File: config.mk
export PLATFORM = sky130hd
export DESIGN_NAME = status_output_sequencer
export DESIGN_NICKNAME = d
export VERILOG_FILES = /design/src/rtl/status_pkg.sv /design/src/rtl/status_encoder.sv /design/src/rtl/status_output_sequencer.sv
export SDC_FILE = /design/constraint.sdc
export NUM_CORES = 1
export LEC_CHECK = 0
export CAP_MARGIN = 30
export CORE_ASPECT_RATIO = 1.4
export CORE_MARGIN = 5
export CORE_UTILIZATION = 48
export CTS_BUF_LIST = sky130_fd_sc_hd__clkbuf_16
export DETAILED_ROUTE_END_ITERATION = 10
export PLACE_DENSITY_LB_ADDON = 0.05
export SLEW_MARGIN = 25
export SYNTH_ARGS = -nofsm -noshare
export SYNTH_HDL_FRONTEND = slang
export SYNTH_HIERARCHICAL = 1
export SYNTH_SLANG_ARGS = --single-unit
export TNS_END_PERCENT = 30
File: constraint.sdc
create_clock -name clk -period 2.9 [get_ports clk]
set_input_delay 0.58 -clock clk [delete_from_list [all_inputs] [get_ports clk]]
set_output_delay 0.58 -clock clk [all_outputs]
set_load 0.02 [all_outputs]
File: src/rtl/status_pkg.sv
// Shared status codes and sequencer state encoding for the mode controller output path.
// The status nibble occupies the top four bits of every status word.
package status_pkg;

    localparam logic [3:0] STATUS_SUCCESS = 4'b1110;
    localparam logic [3:0] STATUS_FAILURE = 4'b1111;

    typedef enum logic [1:0] {
        IDLE    = 2'd0,
        DATA    = 2'd1,
        WAIT_ST = 2'd2,
        STATUS  = 2'd3
    } seq_state_e;

    function automatic logic [3:0] status_code(input logic fail);
        return fail ? STATUS_FAILURE : STATUS_SUCCESS;
    endfunction

endpackage

File: src/rtl/status_encoder.sv
// Builds a status word: result code in the top nibble, zeros below.
// Latency: combinational. Backpressure: none (pure function of fail_i).
// Any latching of the word is left to the caller.
module status_encoder
    import status_pkg::*;
#(
    parameter int DW = 32
) (
    input  logic          fail_i,
    output logic [DW-1:0] word_o
);

    assign word_o = {status_code(fail_i), {(DW-4){1'b0}}};

endmodule

File: src/rtl/status_output_sequencer.sv
// Forwards operation data words, then appends exactly one status word per operation.
// Latency: 1 cycle din->dout and st->dout, one word per cycle through a single output register.
// Backpressure: din_ready/st_ready follow the output register's load_ok; dout is held while stalled.
// Optional fail counter: define STATUS_FAIL_CNT_EN.
module status_output_sequencer
    import status_pkg::*;
#(
    parameter int DW = 32
) (
    input  logic          clk,
    input  logic          rst_n,
    input  logic [DW-1:0] din,
    input  logic          din_valid,
    input  logic          din_last,
    output logic          din_ready,
    input  logic          st_valid,
    input  logic          st_fail,
    output logic          st_ready,
    output logic [DW-1:0] dout,
    output logic          dout_valid,
    output logic          dout_last,
    input  logic          dout_ready,
`ifdef STATUS_FAIL_CNT_EN
    input  logic          fail_cnt_clr,
    output logic [15:0]   fail_cnt,
`endif
    output logic          busy
);

    seq_state_e    state_q, state_d;
    logic [DW-1:0] dout_q, dout_d;
    logic          dout_valid_q, dout_valid_d;
    logic          dout_last_q, dout_last_d;
    logic          rdy_en_q;
    logic          load_ok;
    logic          din_ready_c;
    logic          st_ready_c;
    logic [DW-1:0] status_word;

    status_encoder #(.DW(DW)) u_status_encoder (
        .fail_i (st_fail),
        .word_o (status_word)
    );

    assign load_ok = !dout_valid_q || dout_ready;

    // Readies stay low until the first edge after reset release.
    always_ff @(posedge clk or negedge rst_n) begin
        if (!rst_n) begin
            rdy_en_q <= 1'b0;
        end else begin
            rdy_en_q <= 1'b1;
        end
    end

    always_ff @(posedge clk or negedge rst_n) begin
        if (!rst_n) begin
            state_q      <= IDLE;
            dout_q       <= '0;
            dout_valid_q <= 1'b0;
            dout_last_q  <= 1'b0;
        end else begin
            state_q      <= state_d;
            dout_q       <= dout_d;
            dout_valid_q <= dout_valid_d;
            dout_last_q  <= dout_last_d;
        end
    end

    always_comb begin
        state_d      = state_q;
        dout_d       = dout_q;
        dout_valid_d = dout_valid_q && !dout_ready;
        dout_last_d  = dout_last_q;
        din_ready_c  = 1'b0;
        st_ready_c   = 1'b0;

        unique case (state_q)
            IDLE: begin
                din_ready_c = rdy_en_q && load_ok;
                // Data takes priority so a result can never overtake its own data.
                st_ready_c  = rdy_en_q && load_ok && !din_valid;
                if (din_valid && din_ready_c) begin
                    dout_d       = din;
                    dout_valid_d = 1'b1;
                    dout_last_d  = 1'b0;
                    state_d      = din_last ? WAIT_ST : DATA;
                end else if (st_valid && st_ready_c) begin
                    dout_d       = status_word;
                    dout_valid_d = 1'b1;
                    dout_last_d  = 1'b1;
                    state_d      = STATUS;
                end
            end
            DATA: begin
                din_ready_c = rdy_en_q && load_ok;
                if (din_valid && din_ready_c) begin
                    dout_d       = din;
                    dout_valid_d = 1'b1;
                    dout_last_d  = 1'b0;
                    if (din_last) begin
                        state_d = WAIT_ST;
                    end
                end
            end
            WAIT_ST: begin
                st_ready_c = rdy_en_q && load_ok;
                if (st_valid && st_ready_c) begin
                    dout_d       = status_word;
                    dout_valid_d = 1'b1;
                    dout_last_d  = 1'b1;
                    state_d      = STATUS;
                end
            end
            STATUS: begin
                if (dout_valid_q && dout_ready && dout_last_q) begin
                    state_d = IDLE;
                end
            end
            default: begin
                state_d = IDLE;
            end
        endcase
    end

    assign din_ready  = din_ready_c;
    assign st_ready   = st_ready_c;
    assign dout       = dout_q;
    assign dout_valid = dout_valid_q;
    assign dout_last  = dout_last_q;
    assign busy       = (state_q != IDLE) || dout_valid_q;

`ifdef STATUS_FAIL_CNT_EN
    logic [15:0] fail_cnt_q;
    logic        fail_hs;

    assign fail_hs = dout_valid_q && dout_ready && dout_last_q
                     && (dout_q[DW-1 -: 4] == STATUS_FAILURE);

    always_ff @(posedge clk or negedge rst_n) begin
        if (!rst_n) begin
            fail_cnt_q <= 16'h0000;
        end else if (fail_cnt_clr) begin
            fail_cnt_q <= 16'h0000;
        end else if (fail_hs && (fail_cnt_q != 16'hFFFF)) begin
            fail_cnt_q <= fail_cnt_q + 16'h0001;
        end
    end

    assign fail_cnt = fail_cnt_q;
`endif

endmodule
==> impl_results.md, run 1 <==
- Run status: completed
- Placed Instances: 401
- Period minus WS final: 2680 ps
- DR WL met2: 3.52 mm
- DR vias/cell: 5.63
- CTS buffer count: 5
- Skew final: 3.85 ps
- H-tree levels: 2
- Area Overhead vs Synth: 32.9%
- Peak VDD IR: 1.01 mV
- Fmax: 373 MHz
- Final hold vios: 0
- Clk slew on worst S/H paths: 60 ps
- Max-cap violations: 0
- Hold-fix buffers at CTS: 0
- Drt first-iter violations: 145
- Final Power: 4.62 mW
- Via count: 2309
- DP Wirelength: 4.61 mm
- Clock Tree Root: clkbuf_16
- Ports: 76
- Vias in the first global route: 2266
- Total GRT Usage: 0.192
- Post-synthesis register bit count: 37
- CP bufs+invs: 2
- Gate Count Post-Synth: 269
- First-pass GRT wire length: 11.0 mm
- CP dominant cell by count: clkdlybuf4s50_1
- Crit Path Max Fanout: 3
- Leakage: 1.52 nW
- CTS tree: done
- RSZ-0062 raised after global routing: false
- Slowest Stage Delay on Critical Path: 620 ps
- Slowest CP cell: clkdlybuf4s50_1
- Crit share post-route: 0.924
- Initial antenna violation count: 0
- Final setup viols: 0
- Drt pass-1 iters: 4
- PD cells: 1300 nW/um^2
- GP Congestion: 0.808
- WP data required: 2320 ps
- # fillers: 473
- Clock Path Buffers: 2
- Metal-1 WL: 2.91 mm
- Global route overflow: 0
- Initial Util: 0.488
- Worst min path class: in -> async
- Post-DR wirelength/cell: 16.6 um
- # resized after CTS: 0
- Yosys cell types: 34
- Cells along the critical path: clkdlybuf4s50_1 -> nand2b_1 -> nand2_1 -> a21oi_1 -> clkdlybuf4s50_1
- DIE AREA: 7190 sq um
- Detail Route met3 WL: 317 um
- ANT cells: 0
- # DRC: 0
- Layout Cells excl Fill: 410
- Nets: 386
- # port buffers: 75
- Reg2Reg Launch Point: state_q[0]
- Top Layer Used: met4
- Die Wd: 73.1 um
- DIE HEIGHT: 98.4 um
- DRT antenna net count: 0
- WP depth: 5
- Syn_area_per_cell: 9.95 sq um
- CP startpoint: dout_ready
- Synth Warn #: 6
- CP arrival: 2100 ps
- Setup bufs post-CTS: 0
- Final TNS setup: 0 ps
- Critical Path End Type: primary output
- Final Max Tran Viols: 0
- Clk sink count: 37
- Commonest non-fill, non-tap cells in the layout: clkdlybuf4s50_1, dfrtp_1, nor2_1, a22oi_1, conb_1
- Fraction of layout cells with a size suffix above 1: 0.161
- Worst path top cell family by delay: buffers and inverters
- Commonest non-fill, non-tap cell in the layout: clkdlybuf4s50_1
- Post-synthesis sequential area ratio: 0.346
- Clock latency on the worst-skew pair: 280 ps
- CP startpoint kind: primary input
- CP Class: in -> out
- Netlist Area Pre-Place: 2680 sq um
- Row count: 32
- Final wirelength: 6.81 mm
- Core area: 5490 sq um
- Largest net degree at the start of global routing: 38
- Reg2Reg Depth: 7
==> sequential cells by signal (all words and copies together), names as in the netlist <==
signal,cells
dout,32
state_q,2
dout_last,1
dout_valid,1
rdy_en_q,1
==> logic make-up (layout without fill, tap and decap cells) <==
family	after synthesis	after routing	synth area share
DFF	37	37	0.346
muxes	35	35	0.146
buffers and inverters	57	101	0.137
adders and majority gates	6	6	0.0280
AOI/OAI and AO/OA	79	79	0.252
and+or+nand+nor	52	52	0.0870
other	3	32	0.00421
==> path summary, 6_finish.rpt <==
| kind | endpoint | slack (ps) |
|---|---|---|
| worst min-delay path | dout[18] | 150 |
| max in group asynchronous | dout[8] | 2320 |
| worst max-delay path | st_ready | 220 |
| worst min register to register | dout[7] | 490 |
| min in group clk | dout[7] | 490 |
| worst max register to register | dout[11] | 590 |
==> where the power goes <==
group | internal (mW) | total, mW | switching (mW)
Combinational | 1.61 | 3.18 | 1.57
Clock | 0.315 | 0.532 | 0.217
Sequential | 0.778 | 0.914 | 0.136
==> cell usage after synthesis <==
cell type	count	area [sq um]
nand2b_1	5	31.3
mux2_2	30	338
o22ai_1	3	18.8
inv_1	4	15.0
conb_1	3	11.3
a31oi_1	1	6.26
mux2_1	3	33.8
a22oi_1	32	240
ha_1	6	75.1
buf_6	4	45.0
buf_2	2	10.0
dfrtp_1	37	926
nor2b_1	2	12.5
or2_1	1	6.26
buf_1	2	7.51
and4b_1	1	10.0
a221o_1	31	310
mux2i_1	2	20.0
o211ai_1	1	7.51
nand3_1	2	10.0
o31ai_1	1	7.51
nor3_1	1	5.00
nand4_1	1	6.26
o21a_1	1	7.51
a311o_1	1	10.0
clkbuf_1	13	48.8
o41ai_1	1	8.76
nor4b_1	1	8.76
nor2_1	34	128
nand2_1	4	15.0
o21ai_0	1	5.00
a21oi_1	5	25.0
a221oi_4	1	26.3
buf_4	32	240
==> cell type report <==
type / instances / area (sq um) / share of cell area
inverter: 4 / 15.0 / 0.00422
multi-input combinational: 204 / 1510 / 0.425
timing repair buffer: 89 / 876 / 0.246
clock inverter: 3 / 17.5 / 0.00492
clock buffer: 5 / 125 / 0.0352
sequential: 37 / 926 / 0.260
tap: 68 / 85.1 / 0.0239
==> worst register-to-register path, delay by kind of cell (launching register included) <==
| kind | cells | cell delay, ps |
|---|---|---|
| buf+inv | 3 | 700 |
| simple gates | 1 | 80 |
| fa+ha+maj | 1 | 450 |
| flops | 1 | 420 |
| mux | 1 | 290 |
| compound gates | 1 | 260 |
==> per-stage QoR <==
stage	area (sq um)	hold WS, ps	worst slack, ps	util
CTS	3540	456	213	0.645
global placement	3390	471	233	0.619
floorplan	2790	284	730	-
finish	3560	148	222	0.648
detailed placement	3390	474	238	0.619
global route	3560	160	110	0.648
==> metal layers <==
metal | global-route usage | vias up
met5 | 0 | -
met1 | 0.237 | 1157
met3 | 0.0330 | 4
li1 | - | 1098
met2 | 0.338 | 50
met4 | 0.0526 | 0
(Power assumes the default switching activity.)
==> run 2: changes to the inputs <==
--- a/config.mk
+++ b/config.mk
@@ -5,7 +5,6 @@
 export SDC_FILE = /design/constraint.sdc
 export NUM_CORES = 1
 export LEC_CHECK = 0
-export CAP_MARGIN = 30
 export CORE_ASPECT_RATIO = 1.4
 export CORE_MARGIN = 5
 export CORE_UTILIZATION = 48
==> impl_results.md, run 2 (synthesis gave the netlist of run 1 again) <==
- Util after Layout: 0.645 (was 0.648)
- Leakage: 1.51 nW (was 1.52 nW)
- DRT antenna net count: 0 (unchanged)
- Initial antenna violation count: 0 (unchanged)
- Ports: 76 (unchanged)
- Fraction of layout cells with a size suffix above 1: 0.158 (was 0.161)
- Final wirelength: 6.84 mm (was 6.81 mm)
- Commonest non-fill, non-tap cell in the layout: clkdlybuf4s50_1 (unchanged)
- Crit Path Max Fanout: 3 (unchanged)
- Nets: 385 (was 386)
- Area Overhead vs Synth: 32.2% (was 32.9%)
- Layout Cells excl Fill: 409 (was 410)
- PD cells: 1310 nW/um^2 (was 1300 nW/um^2)
- CP Class: in -> out (unchanged)
- Storage element area: 926 sq um (unchanged)
- Peak VDD IR: 1.00 mV (was 1.01 mV)
- H-tree levels: 2 (unchanged)
- Total GRT Usage: 0.192 (unchanged)
- CP bufs+invs: 2 (unchanged)
- Clk sink count: 37 (unchanged)
- Cells along the critical path: clkdlybuf4s50_1 -> nand2b_1 -> nand2_1 -> a21oi_1 -> clkdlybuf4s50_1 (unchanged)
- Reg2Reg Depth: 7 (unchanged)
- Final hold vios: 0 (unchanged)
- Final TNS setup: 0 ps (unchanged)
- # fillers: 475 (was 473)
- Worst min path class: in -> async (unchanged)
- Die Wd: 73.1 um (unchanged)
- Multi-input gate area: 1510 sq um (unchanged)
- Least-Margin Pin Slew: 895 ps
- Slowest CP cell: clkdlybuf4s50_1 (unchanged)
- Clock Path Buffers: 2 (unchanged)
- CTS buffer count: 5 (unchanged)
- Vias in the first global route: 2266 (unchanged)
- Drt first-iter violations: 156 (was 145)
- CTS tree: done (unchanged)
- # DRC: 0 (unchanged)
- Via count: 2307 (was 2309)
- Row count: 32 (unchanged)
- Global route overflow: 0 (unchanged)
- WP data required: 2320 ps (about the same)
- Core area: 5490 sq um (unchanged)
- Worst reg2reg setup slack: 580 ps (was 590 ps)
- Final setup viols: 0 (unchanged)
- Initial Util: 0.488 (unchanged)
- First-pass GRT wire length: 11.0 mm (unchanged)
- DIE HEIGHT: 98.4 um (unchanged)
- WP depth: 5 (unchanged)
- Clock Tree Root: clkbuf_16 (unchanged)
- Commonest non-fill, non-tap cells in the layout: clkdlybuf4s50_1, dfrtp_1, nor2_1, a22oi_1, conb_1 (unchanged)
- Largest net degree at the start of global routing: 38 (unchanged)
- Run status: completed (unchanged)
- CP arrival: 2100 ps (about the same)
- Final Power: 4.62 mW (about the same)
- Crit share post-route: 0.923 (was 0.924)
- Post-DR wirelength/cell: 16.7 um (was 16.6 um)
- Drt pass-1 iters: 4 (unchanged)
- GP Congestion: 0.808 (unchanged)
- Fmax: 374 MHz (was 373 MHz)
- Clock latency on the worst-skew pair: 280 ps (about the same)
- Max-cap violations: 0 (unchanged)
- Worst path top cell family by delay: buffers and inverters (unchanged)
- Period minus WS final: 2680 ps (about the same)
- CP startpoint kind: primary input (unchanged)
- DR vias/cell: 5.64 (was 5.63)
- DIE AREA: 7190 sq um (unchanged)
- Skew final: 3.20 ps (was 3.85 ps)
- Hold-fix buffers at CTS: 0 (unchanged)
- Slowest Stage Delay on Critical Path: 620 ps (about the same)
- CP dominant cell by count: clkdlybuf4s50_1 (unchanged)
- DP Wirelength: 4.61 mm (unchanged)
- Placed Instances: 401 (unchanged)
- # port buffers: 75 (unchanged)
- WHS: 428 ps (was 148 ps)
- ANT cells: 0 (unchanged)
- # resized after CTS: 0 (unchanged)
- RSZ-0062 raised after global routing: false (unchanged)
- Critical Path End Type: primary output (unchanged)
- Setup bufs post-CTS: 0 (unchanged)
- Final Max Tran Viols: 0 (unchanged)
- Clk slew on worst S/H paths: 60 ps (about the same)
- Slew Limit Headroom: 0.403
- Max FFs per register: 32 (unchanged)
==> run 2: changes by cell type in the layout (fill, tap and decap cells not counted) <==
cell,change
buf_12,-1
==> run 2: metrics by stage <==
stage	area, sq um	setup WS [ps]
after floorplan	2790	730
after global placement	3390	233
after detailed placement	3390	238
after CTS	3540	213
after global routing	3540	110
final	3540	224
==> run 2: per-layer routing <==
layer | vias to the layer above | track usage | part of all wire
li1 | 1098 | - | -
met1 | 1146 | 0.237 | 0.41
met4 | 0 | 0.0526 | 0.011
met2 | 58 | 0.338 | 0.52
met5 | - | 0 | 0
met3 | 5 | 0.0330 | 0.057
==> run 2: area by class of cell <==
class	instances	area share
clock buffer	5	0.0354
timing repair buffer	88	0.242
sequential	37	0.262
multi-input combinational	204	0.428
tap	68	0.0241
inverter	4	0.00424
clock inverter	3	0.00495
==> run 2: worst paths after layout <==
| path | start | endpoint |
|---|---|---|
| worst max-delay path | dout_ready | st_ready |
| worst min-delay path | rst_n | dout[18] |
| worst max register to register | state_q[0] | dout[11] |
| worst min register to register | dout[7] | dout[7] |
| max in group asynchronous | rst_n | dout[8] |
| min in group clk | dout[7] | dout[7] |
==> run 2: power by group <==
| part | switching [mW] | internal, mW |
|---|---|---|
| Combinational | 1.57 | 1.61 |
| Sequential | 0.136 | 0.778 |
| Clock | 0.219 | 0.315 |
| Total | 1.92 | 2.70 |
==> run 2: worst register-to-register path: stages (launching register included) <==
cell	delay, ps
dfrtp_1	430
inv_1	120
ha_1	450
inv_1	290
buf_4	290
nor2_1	80
a221o_1	260
mux2_1	290
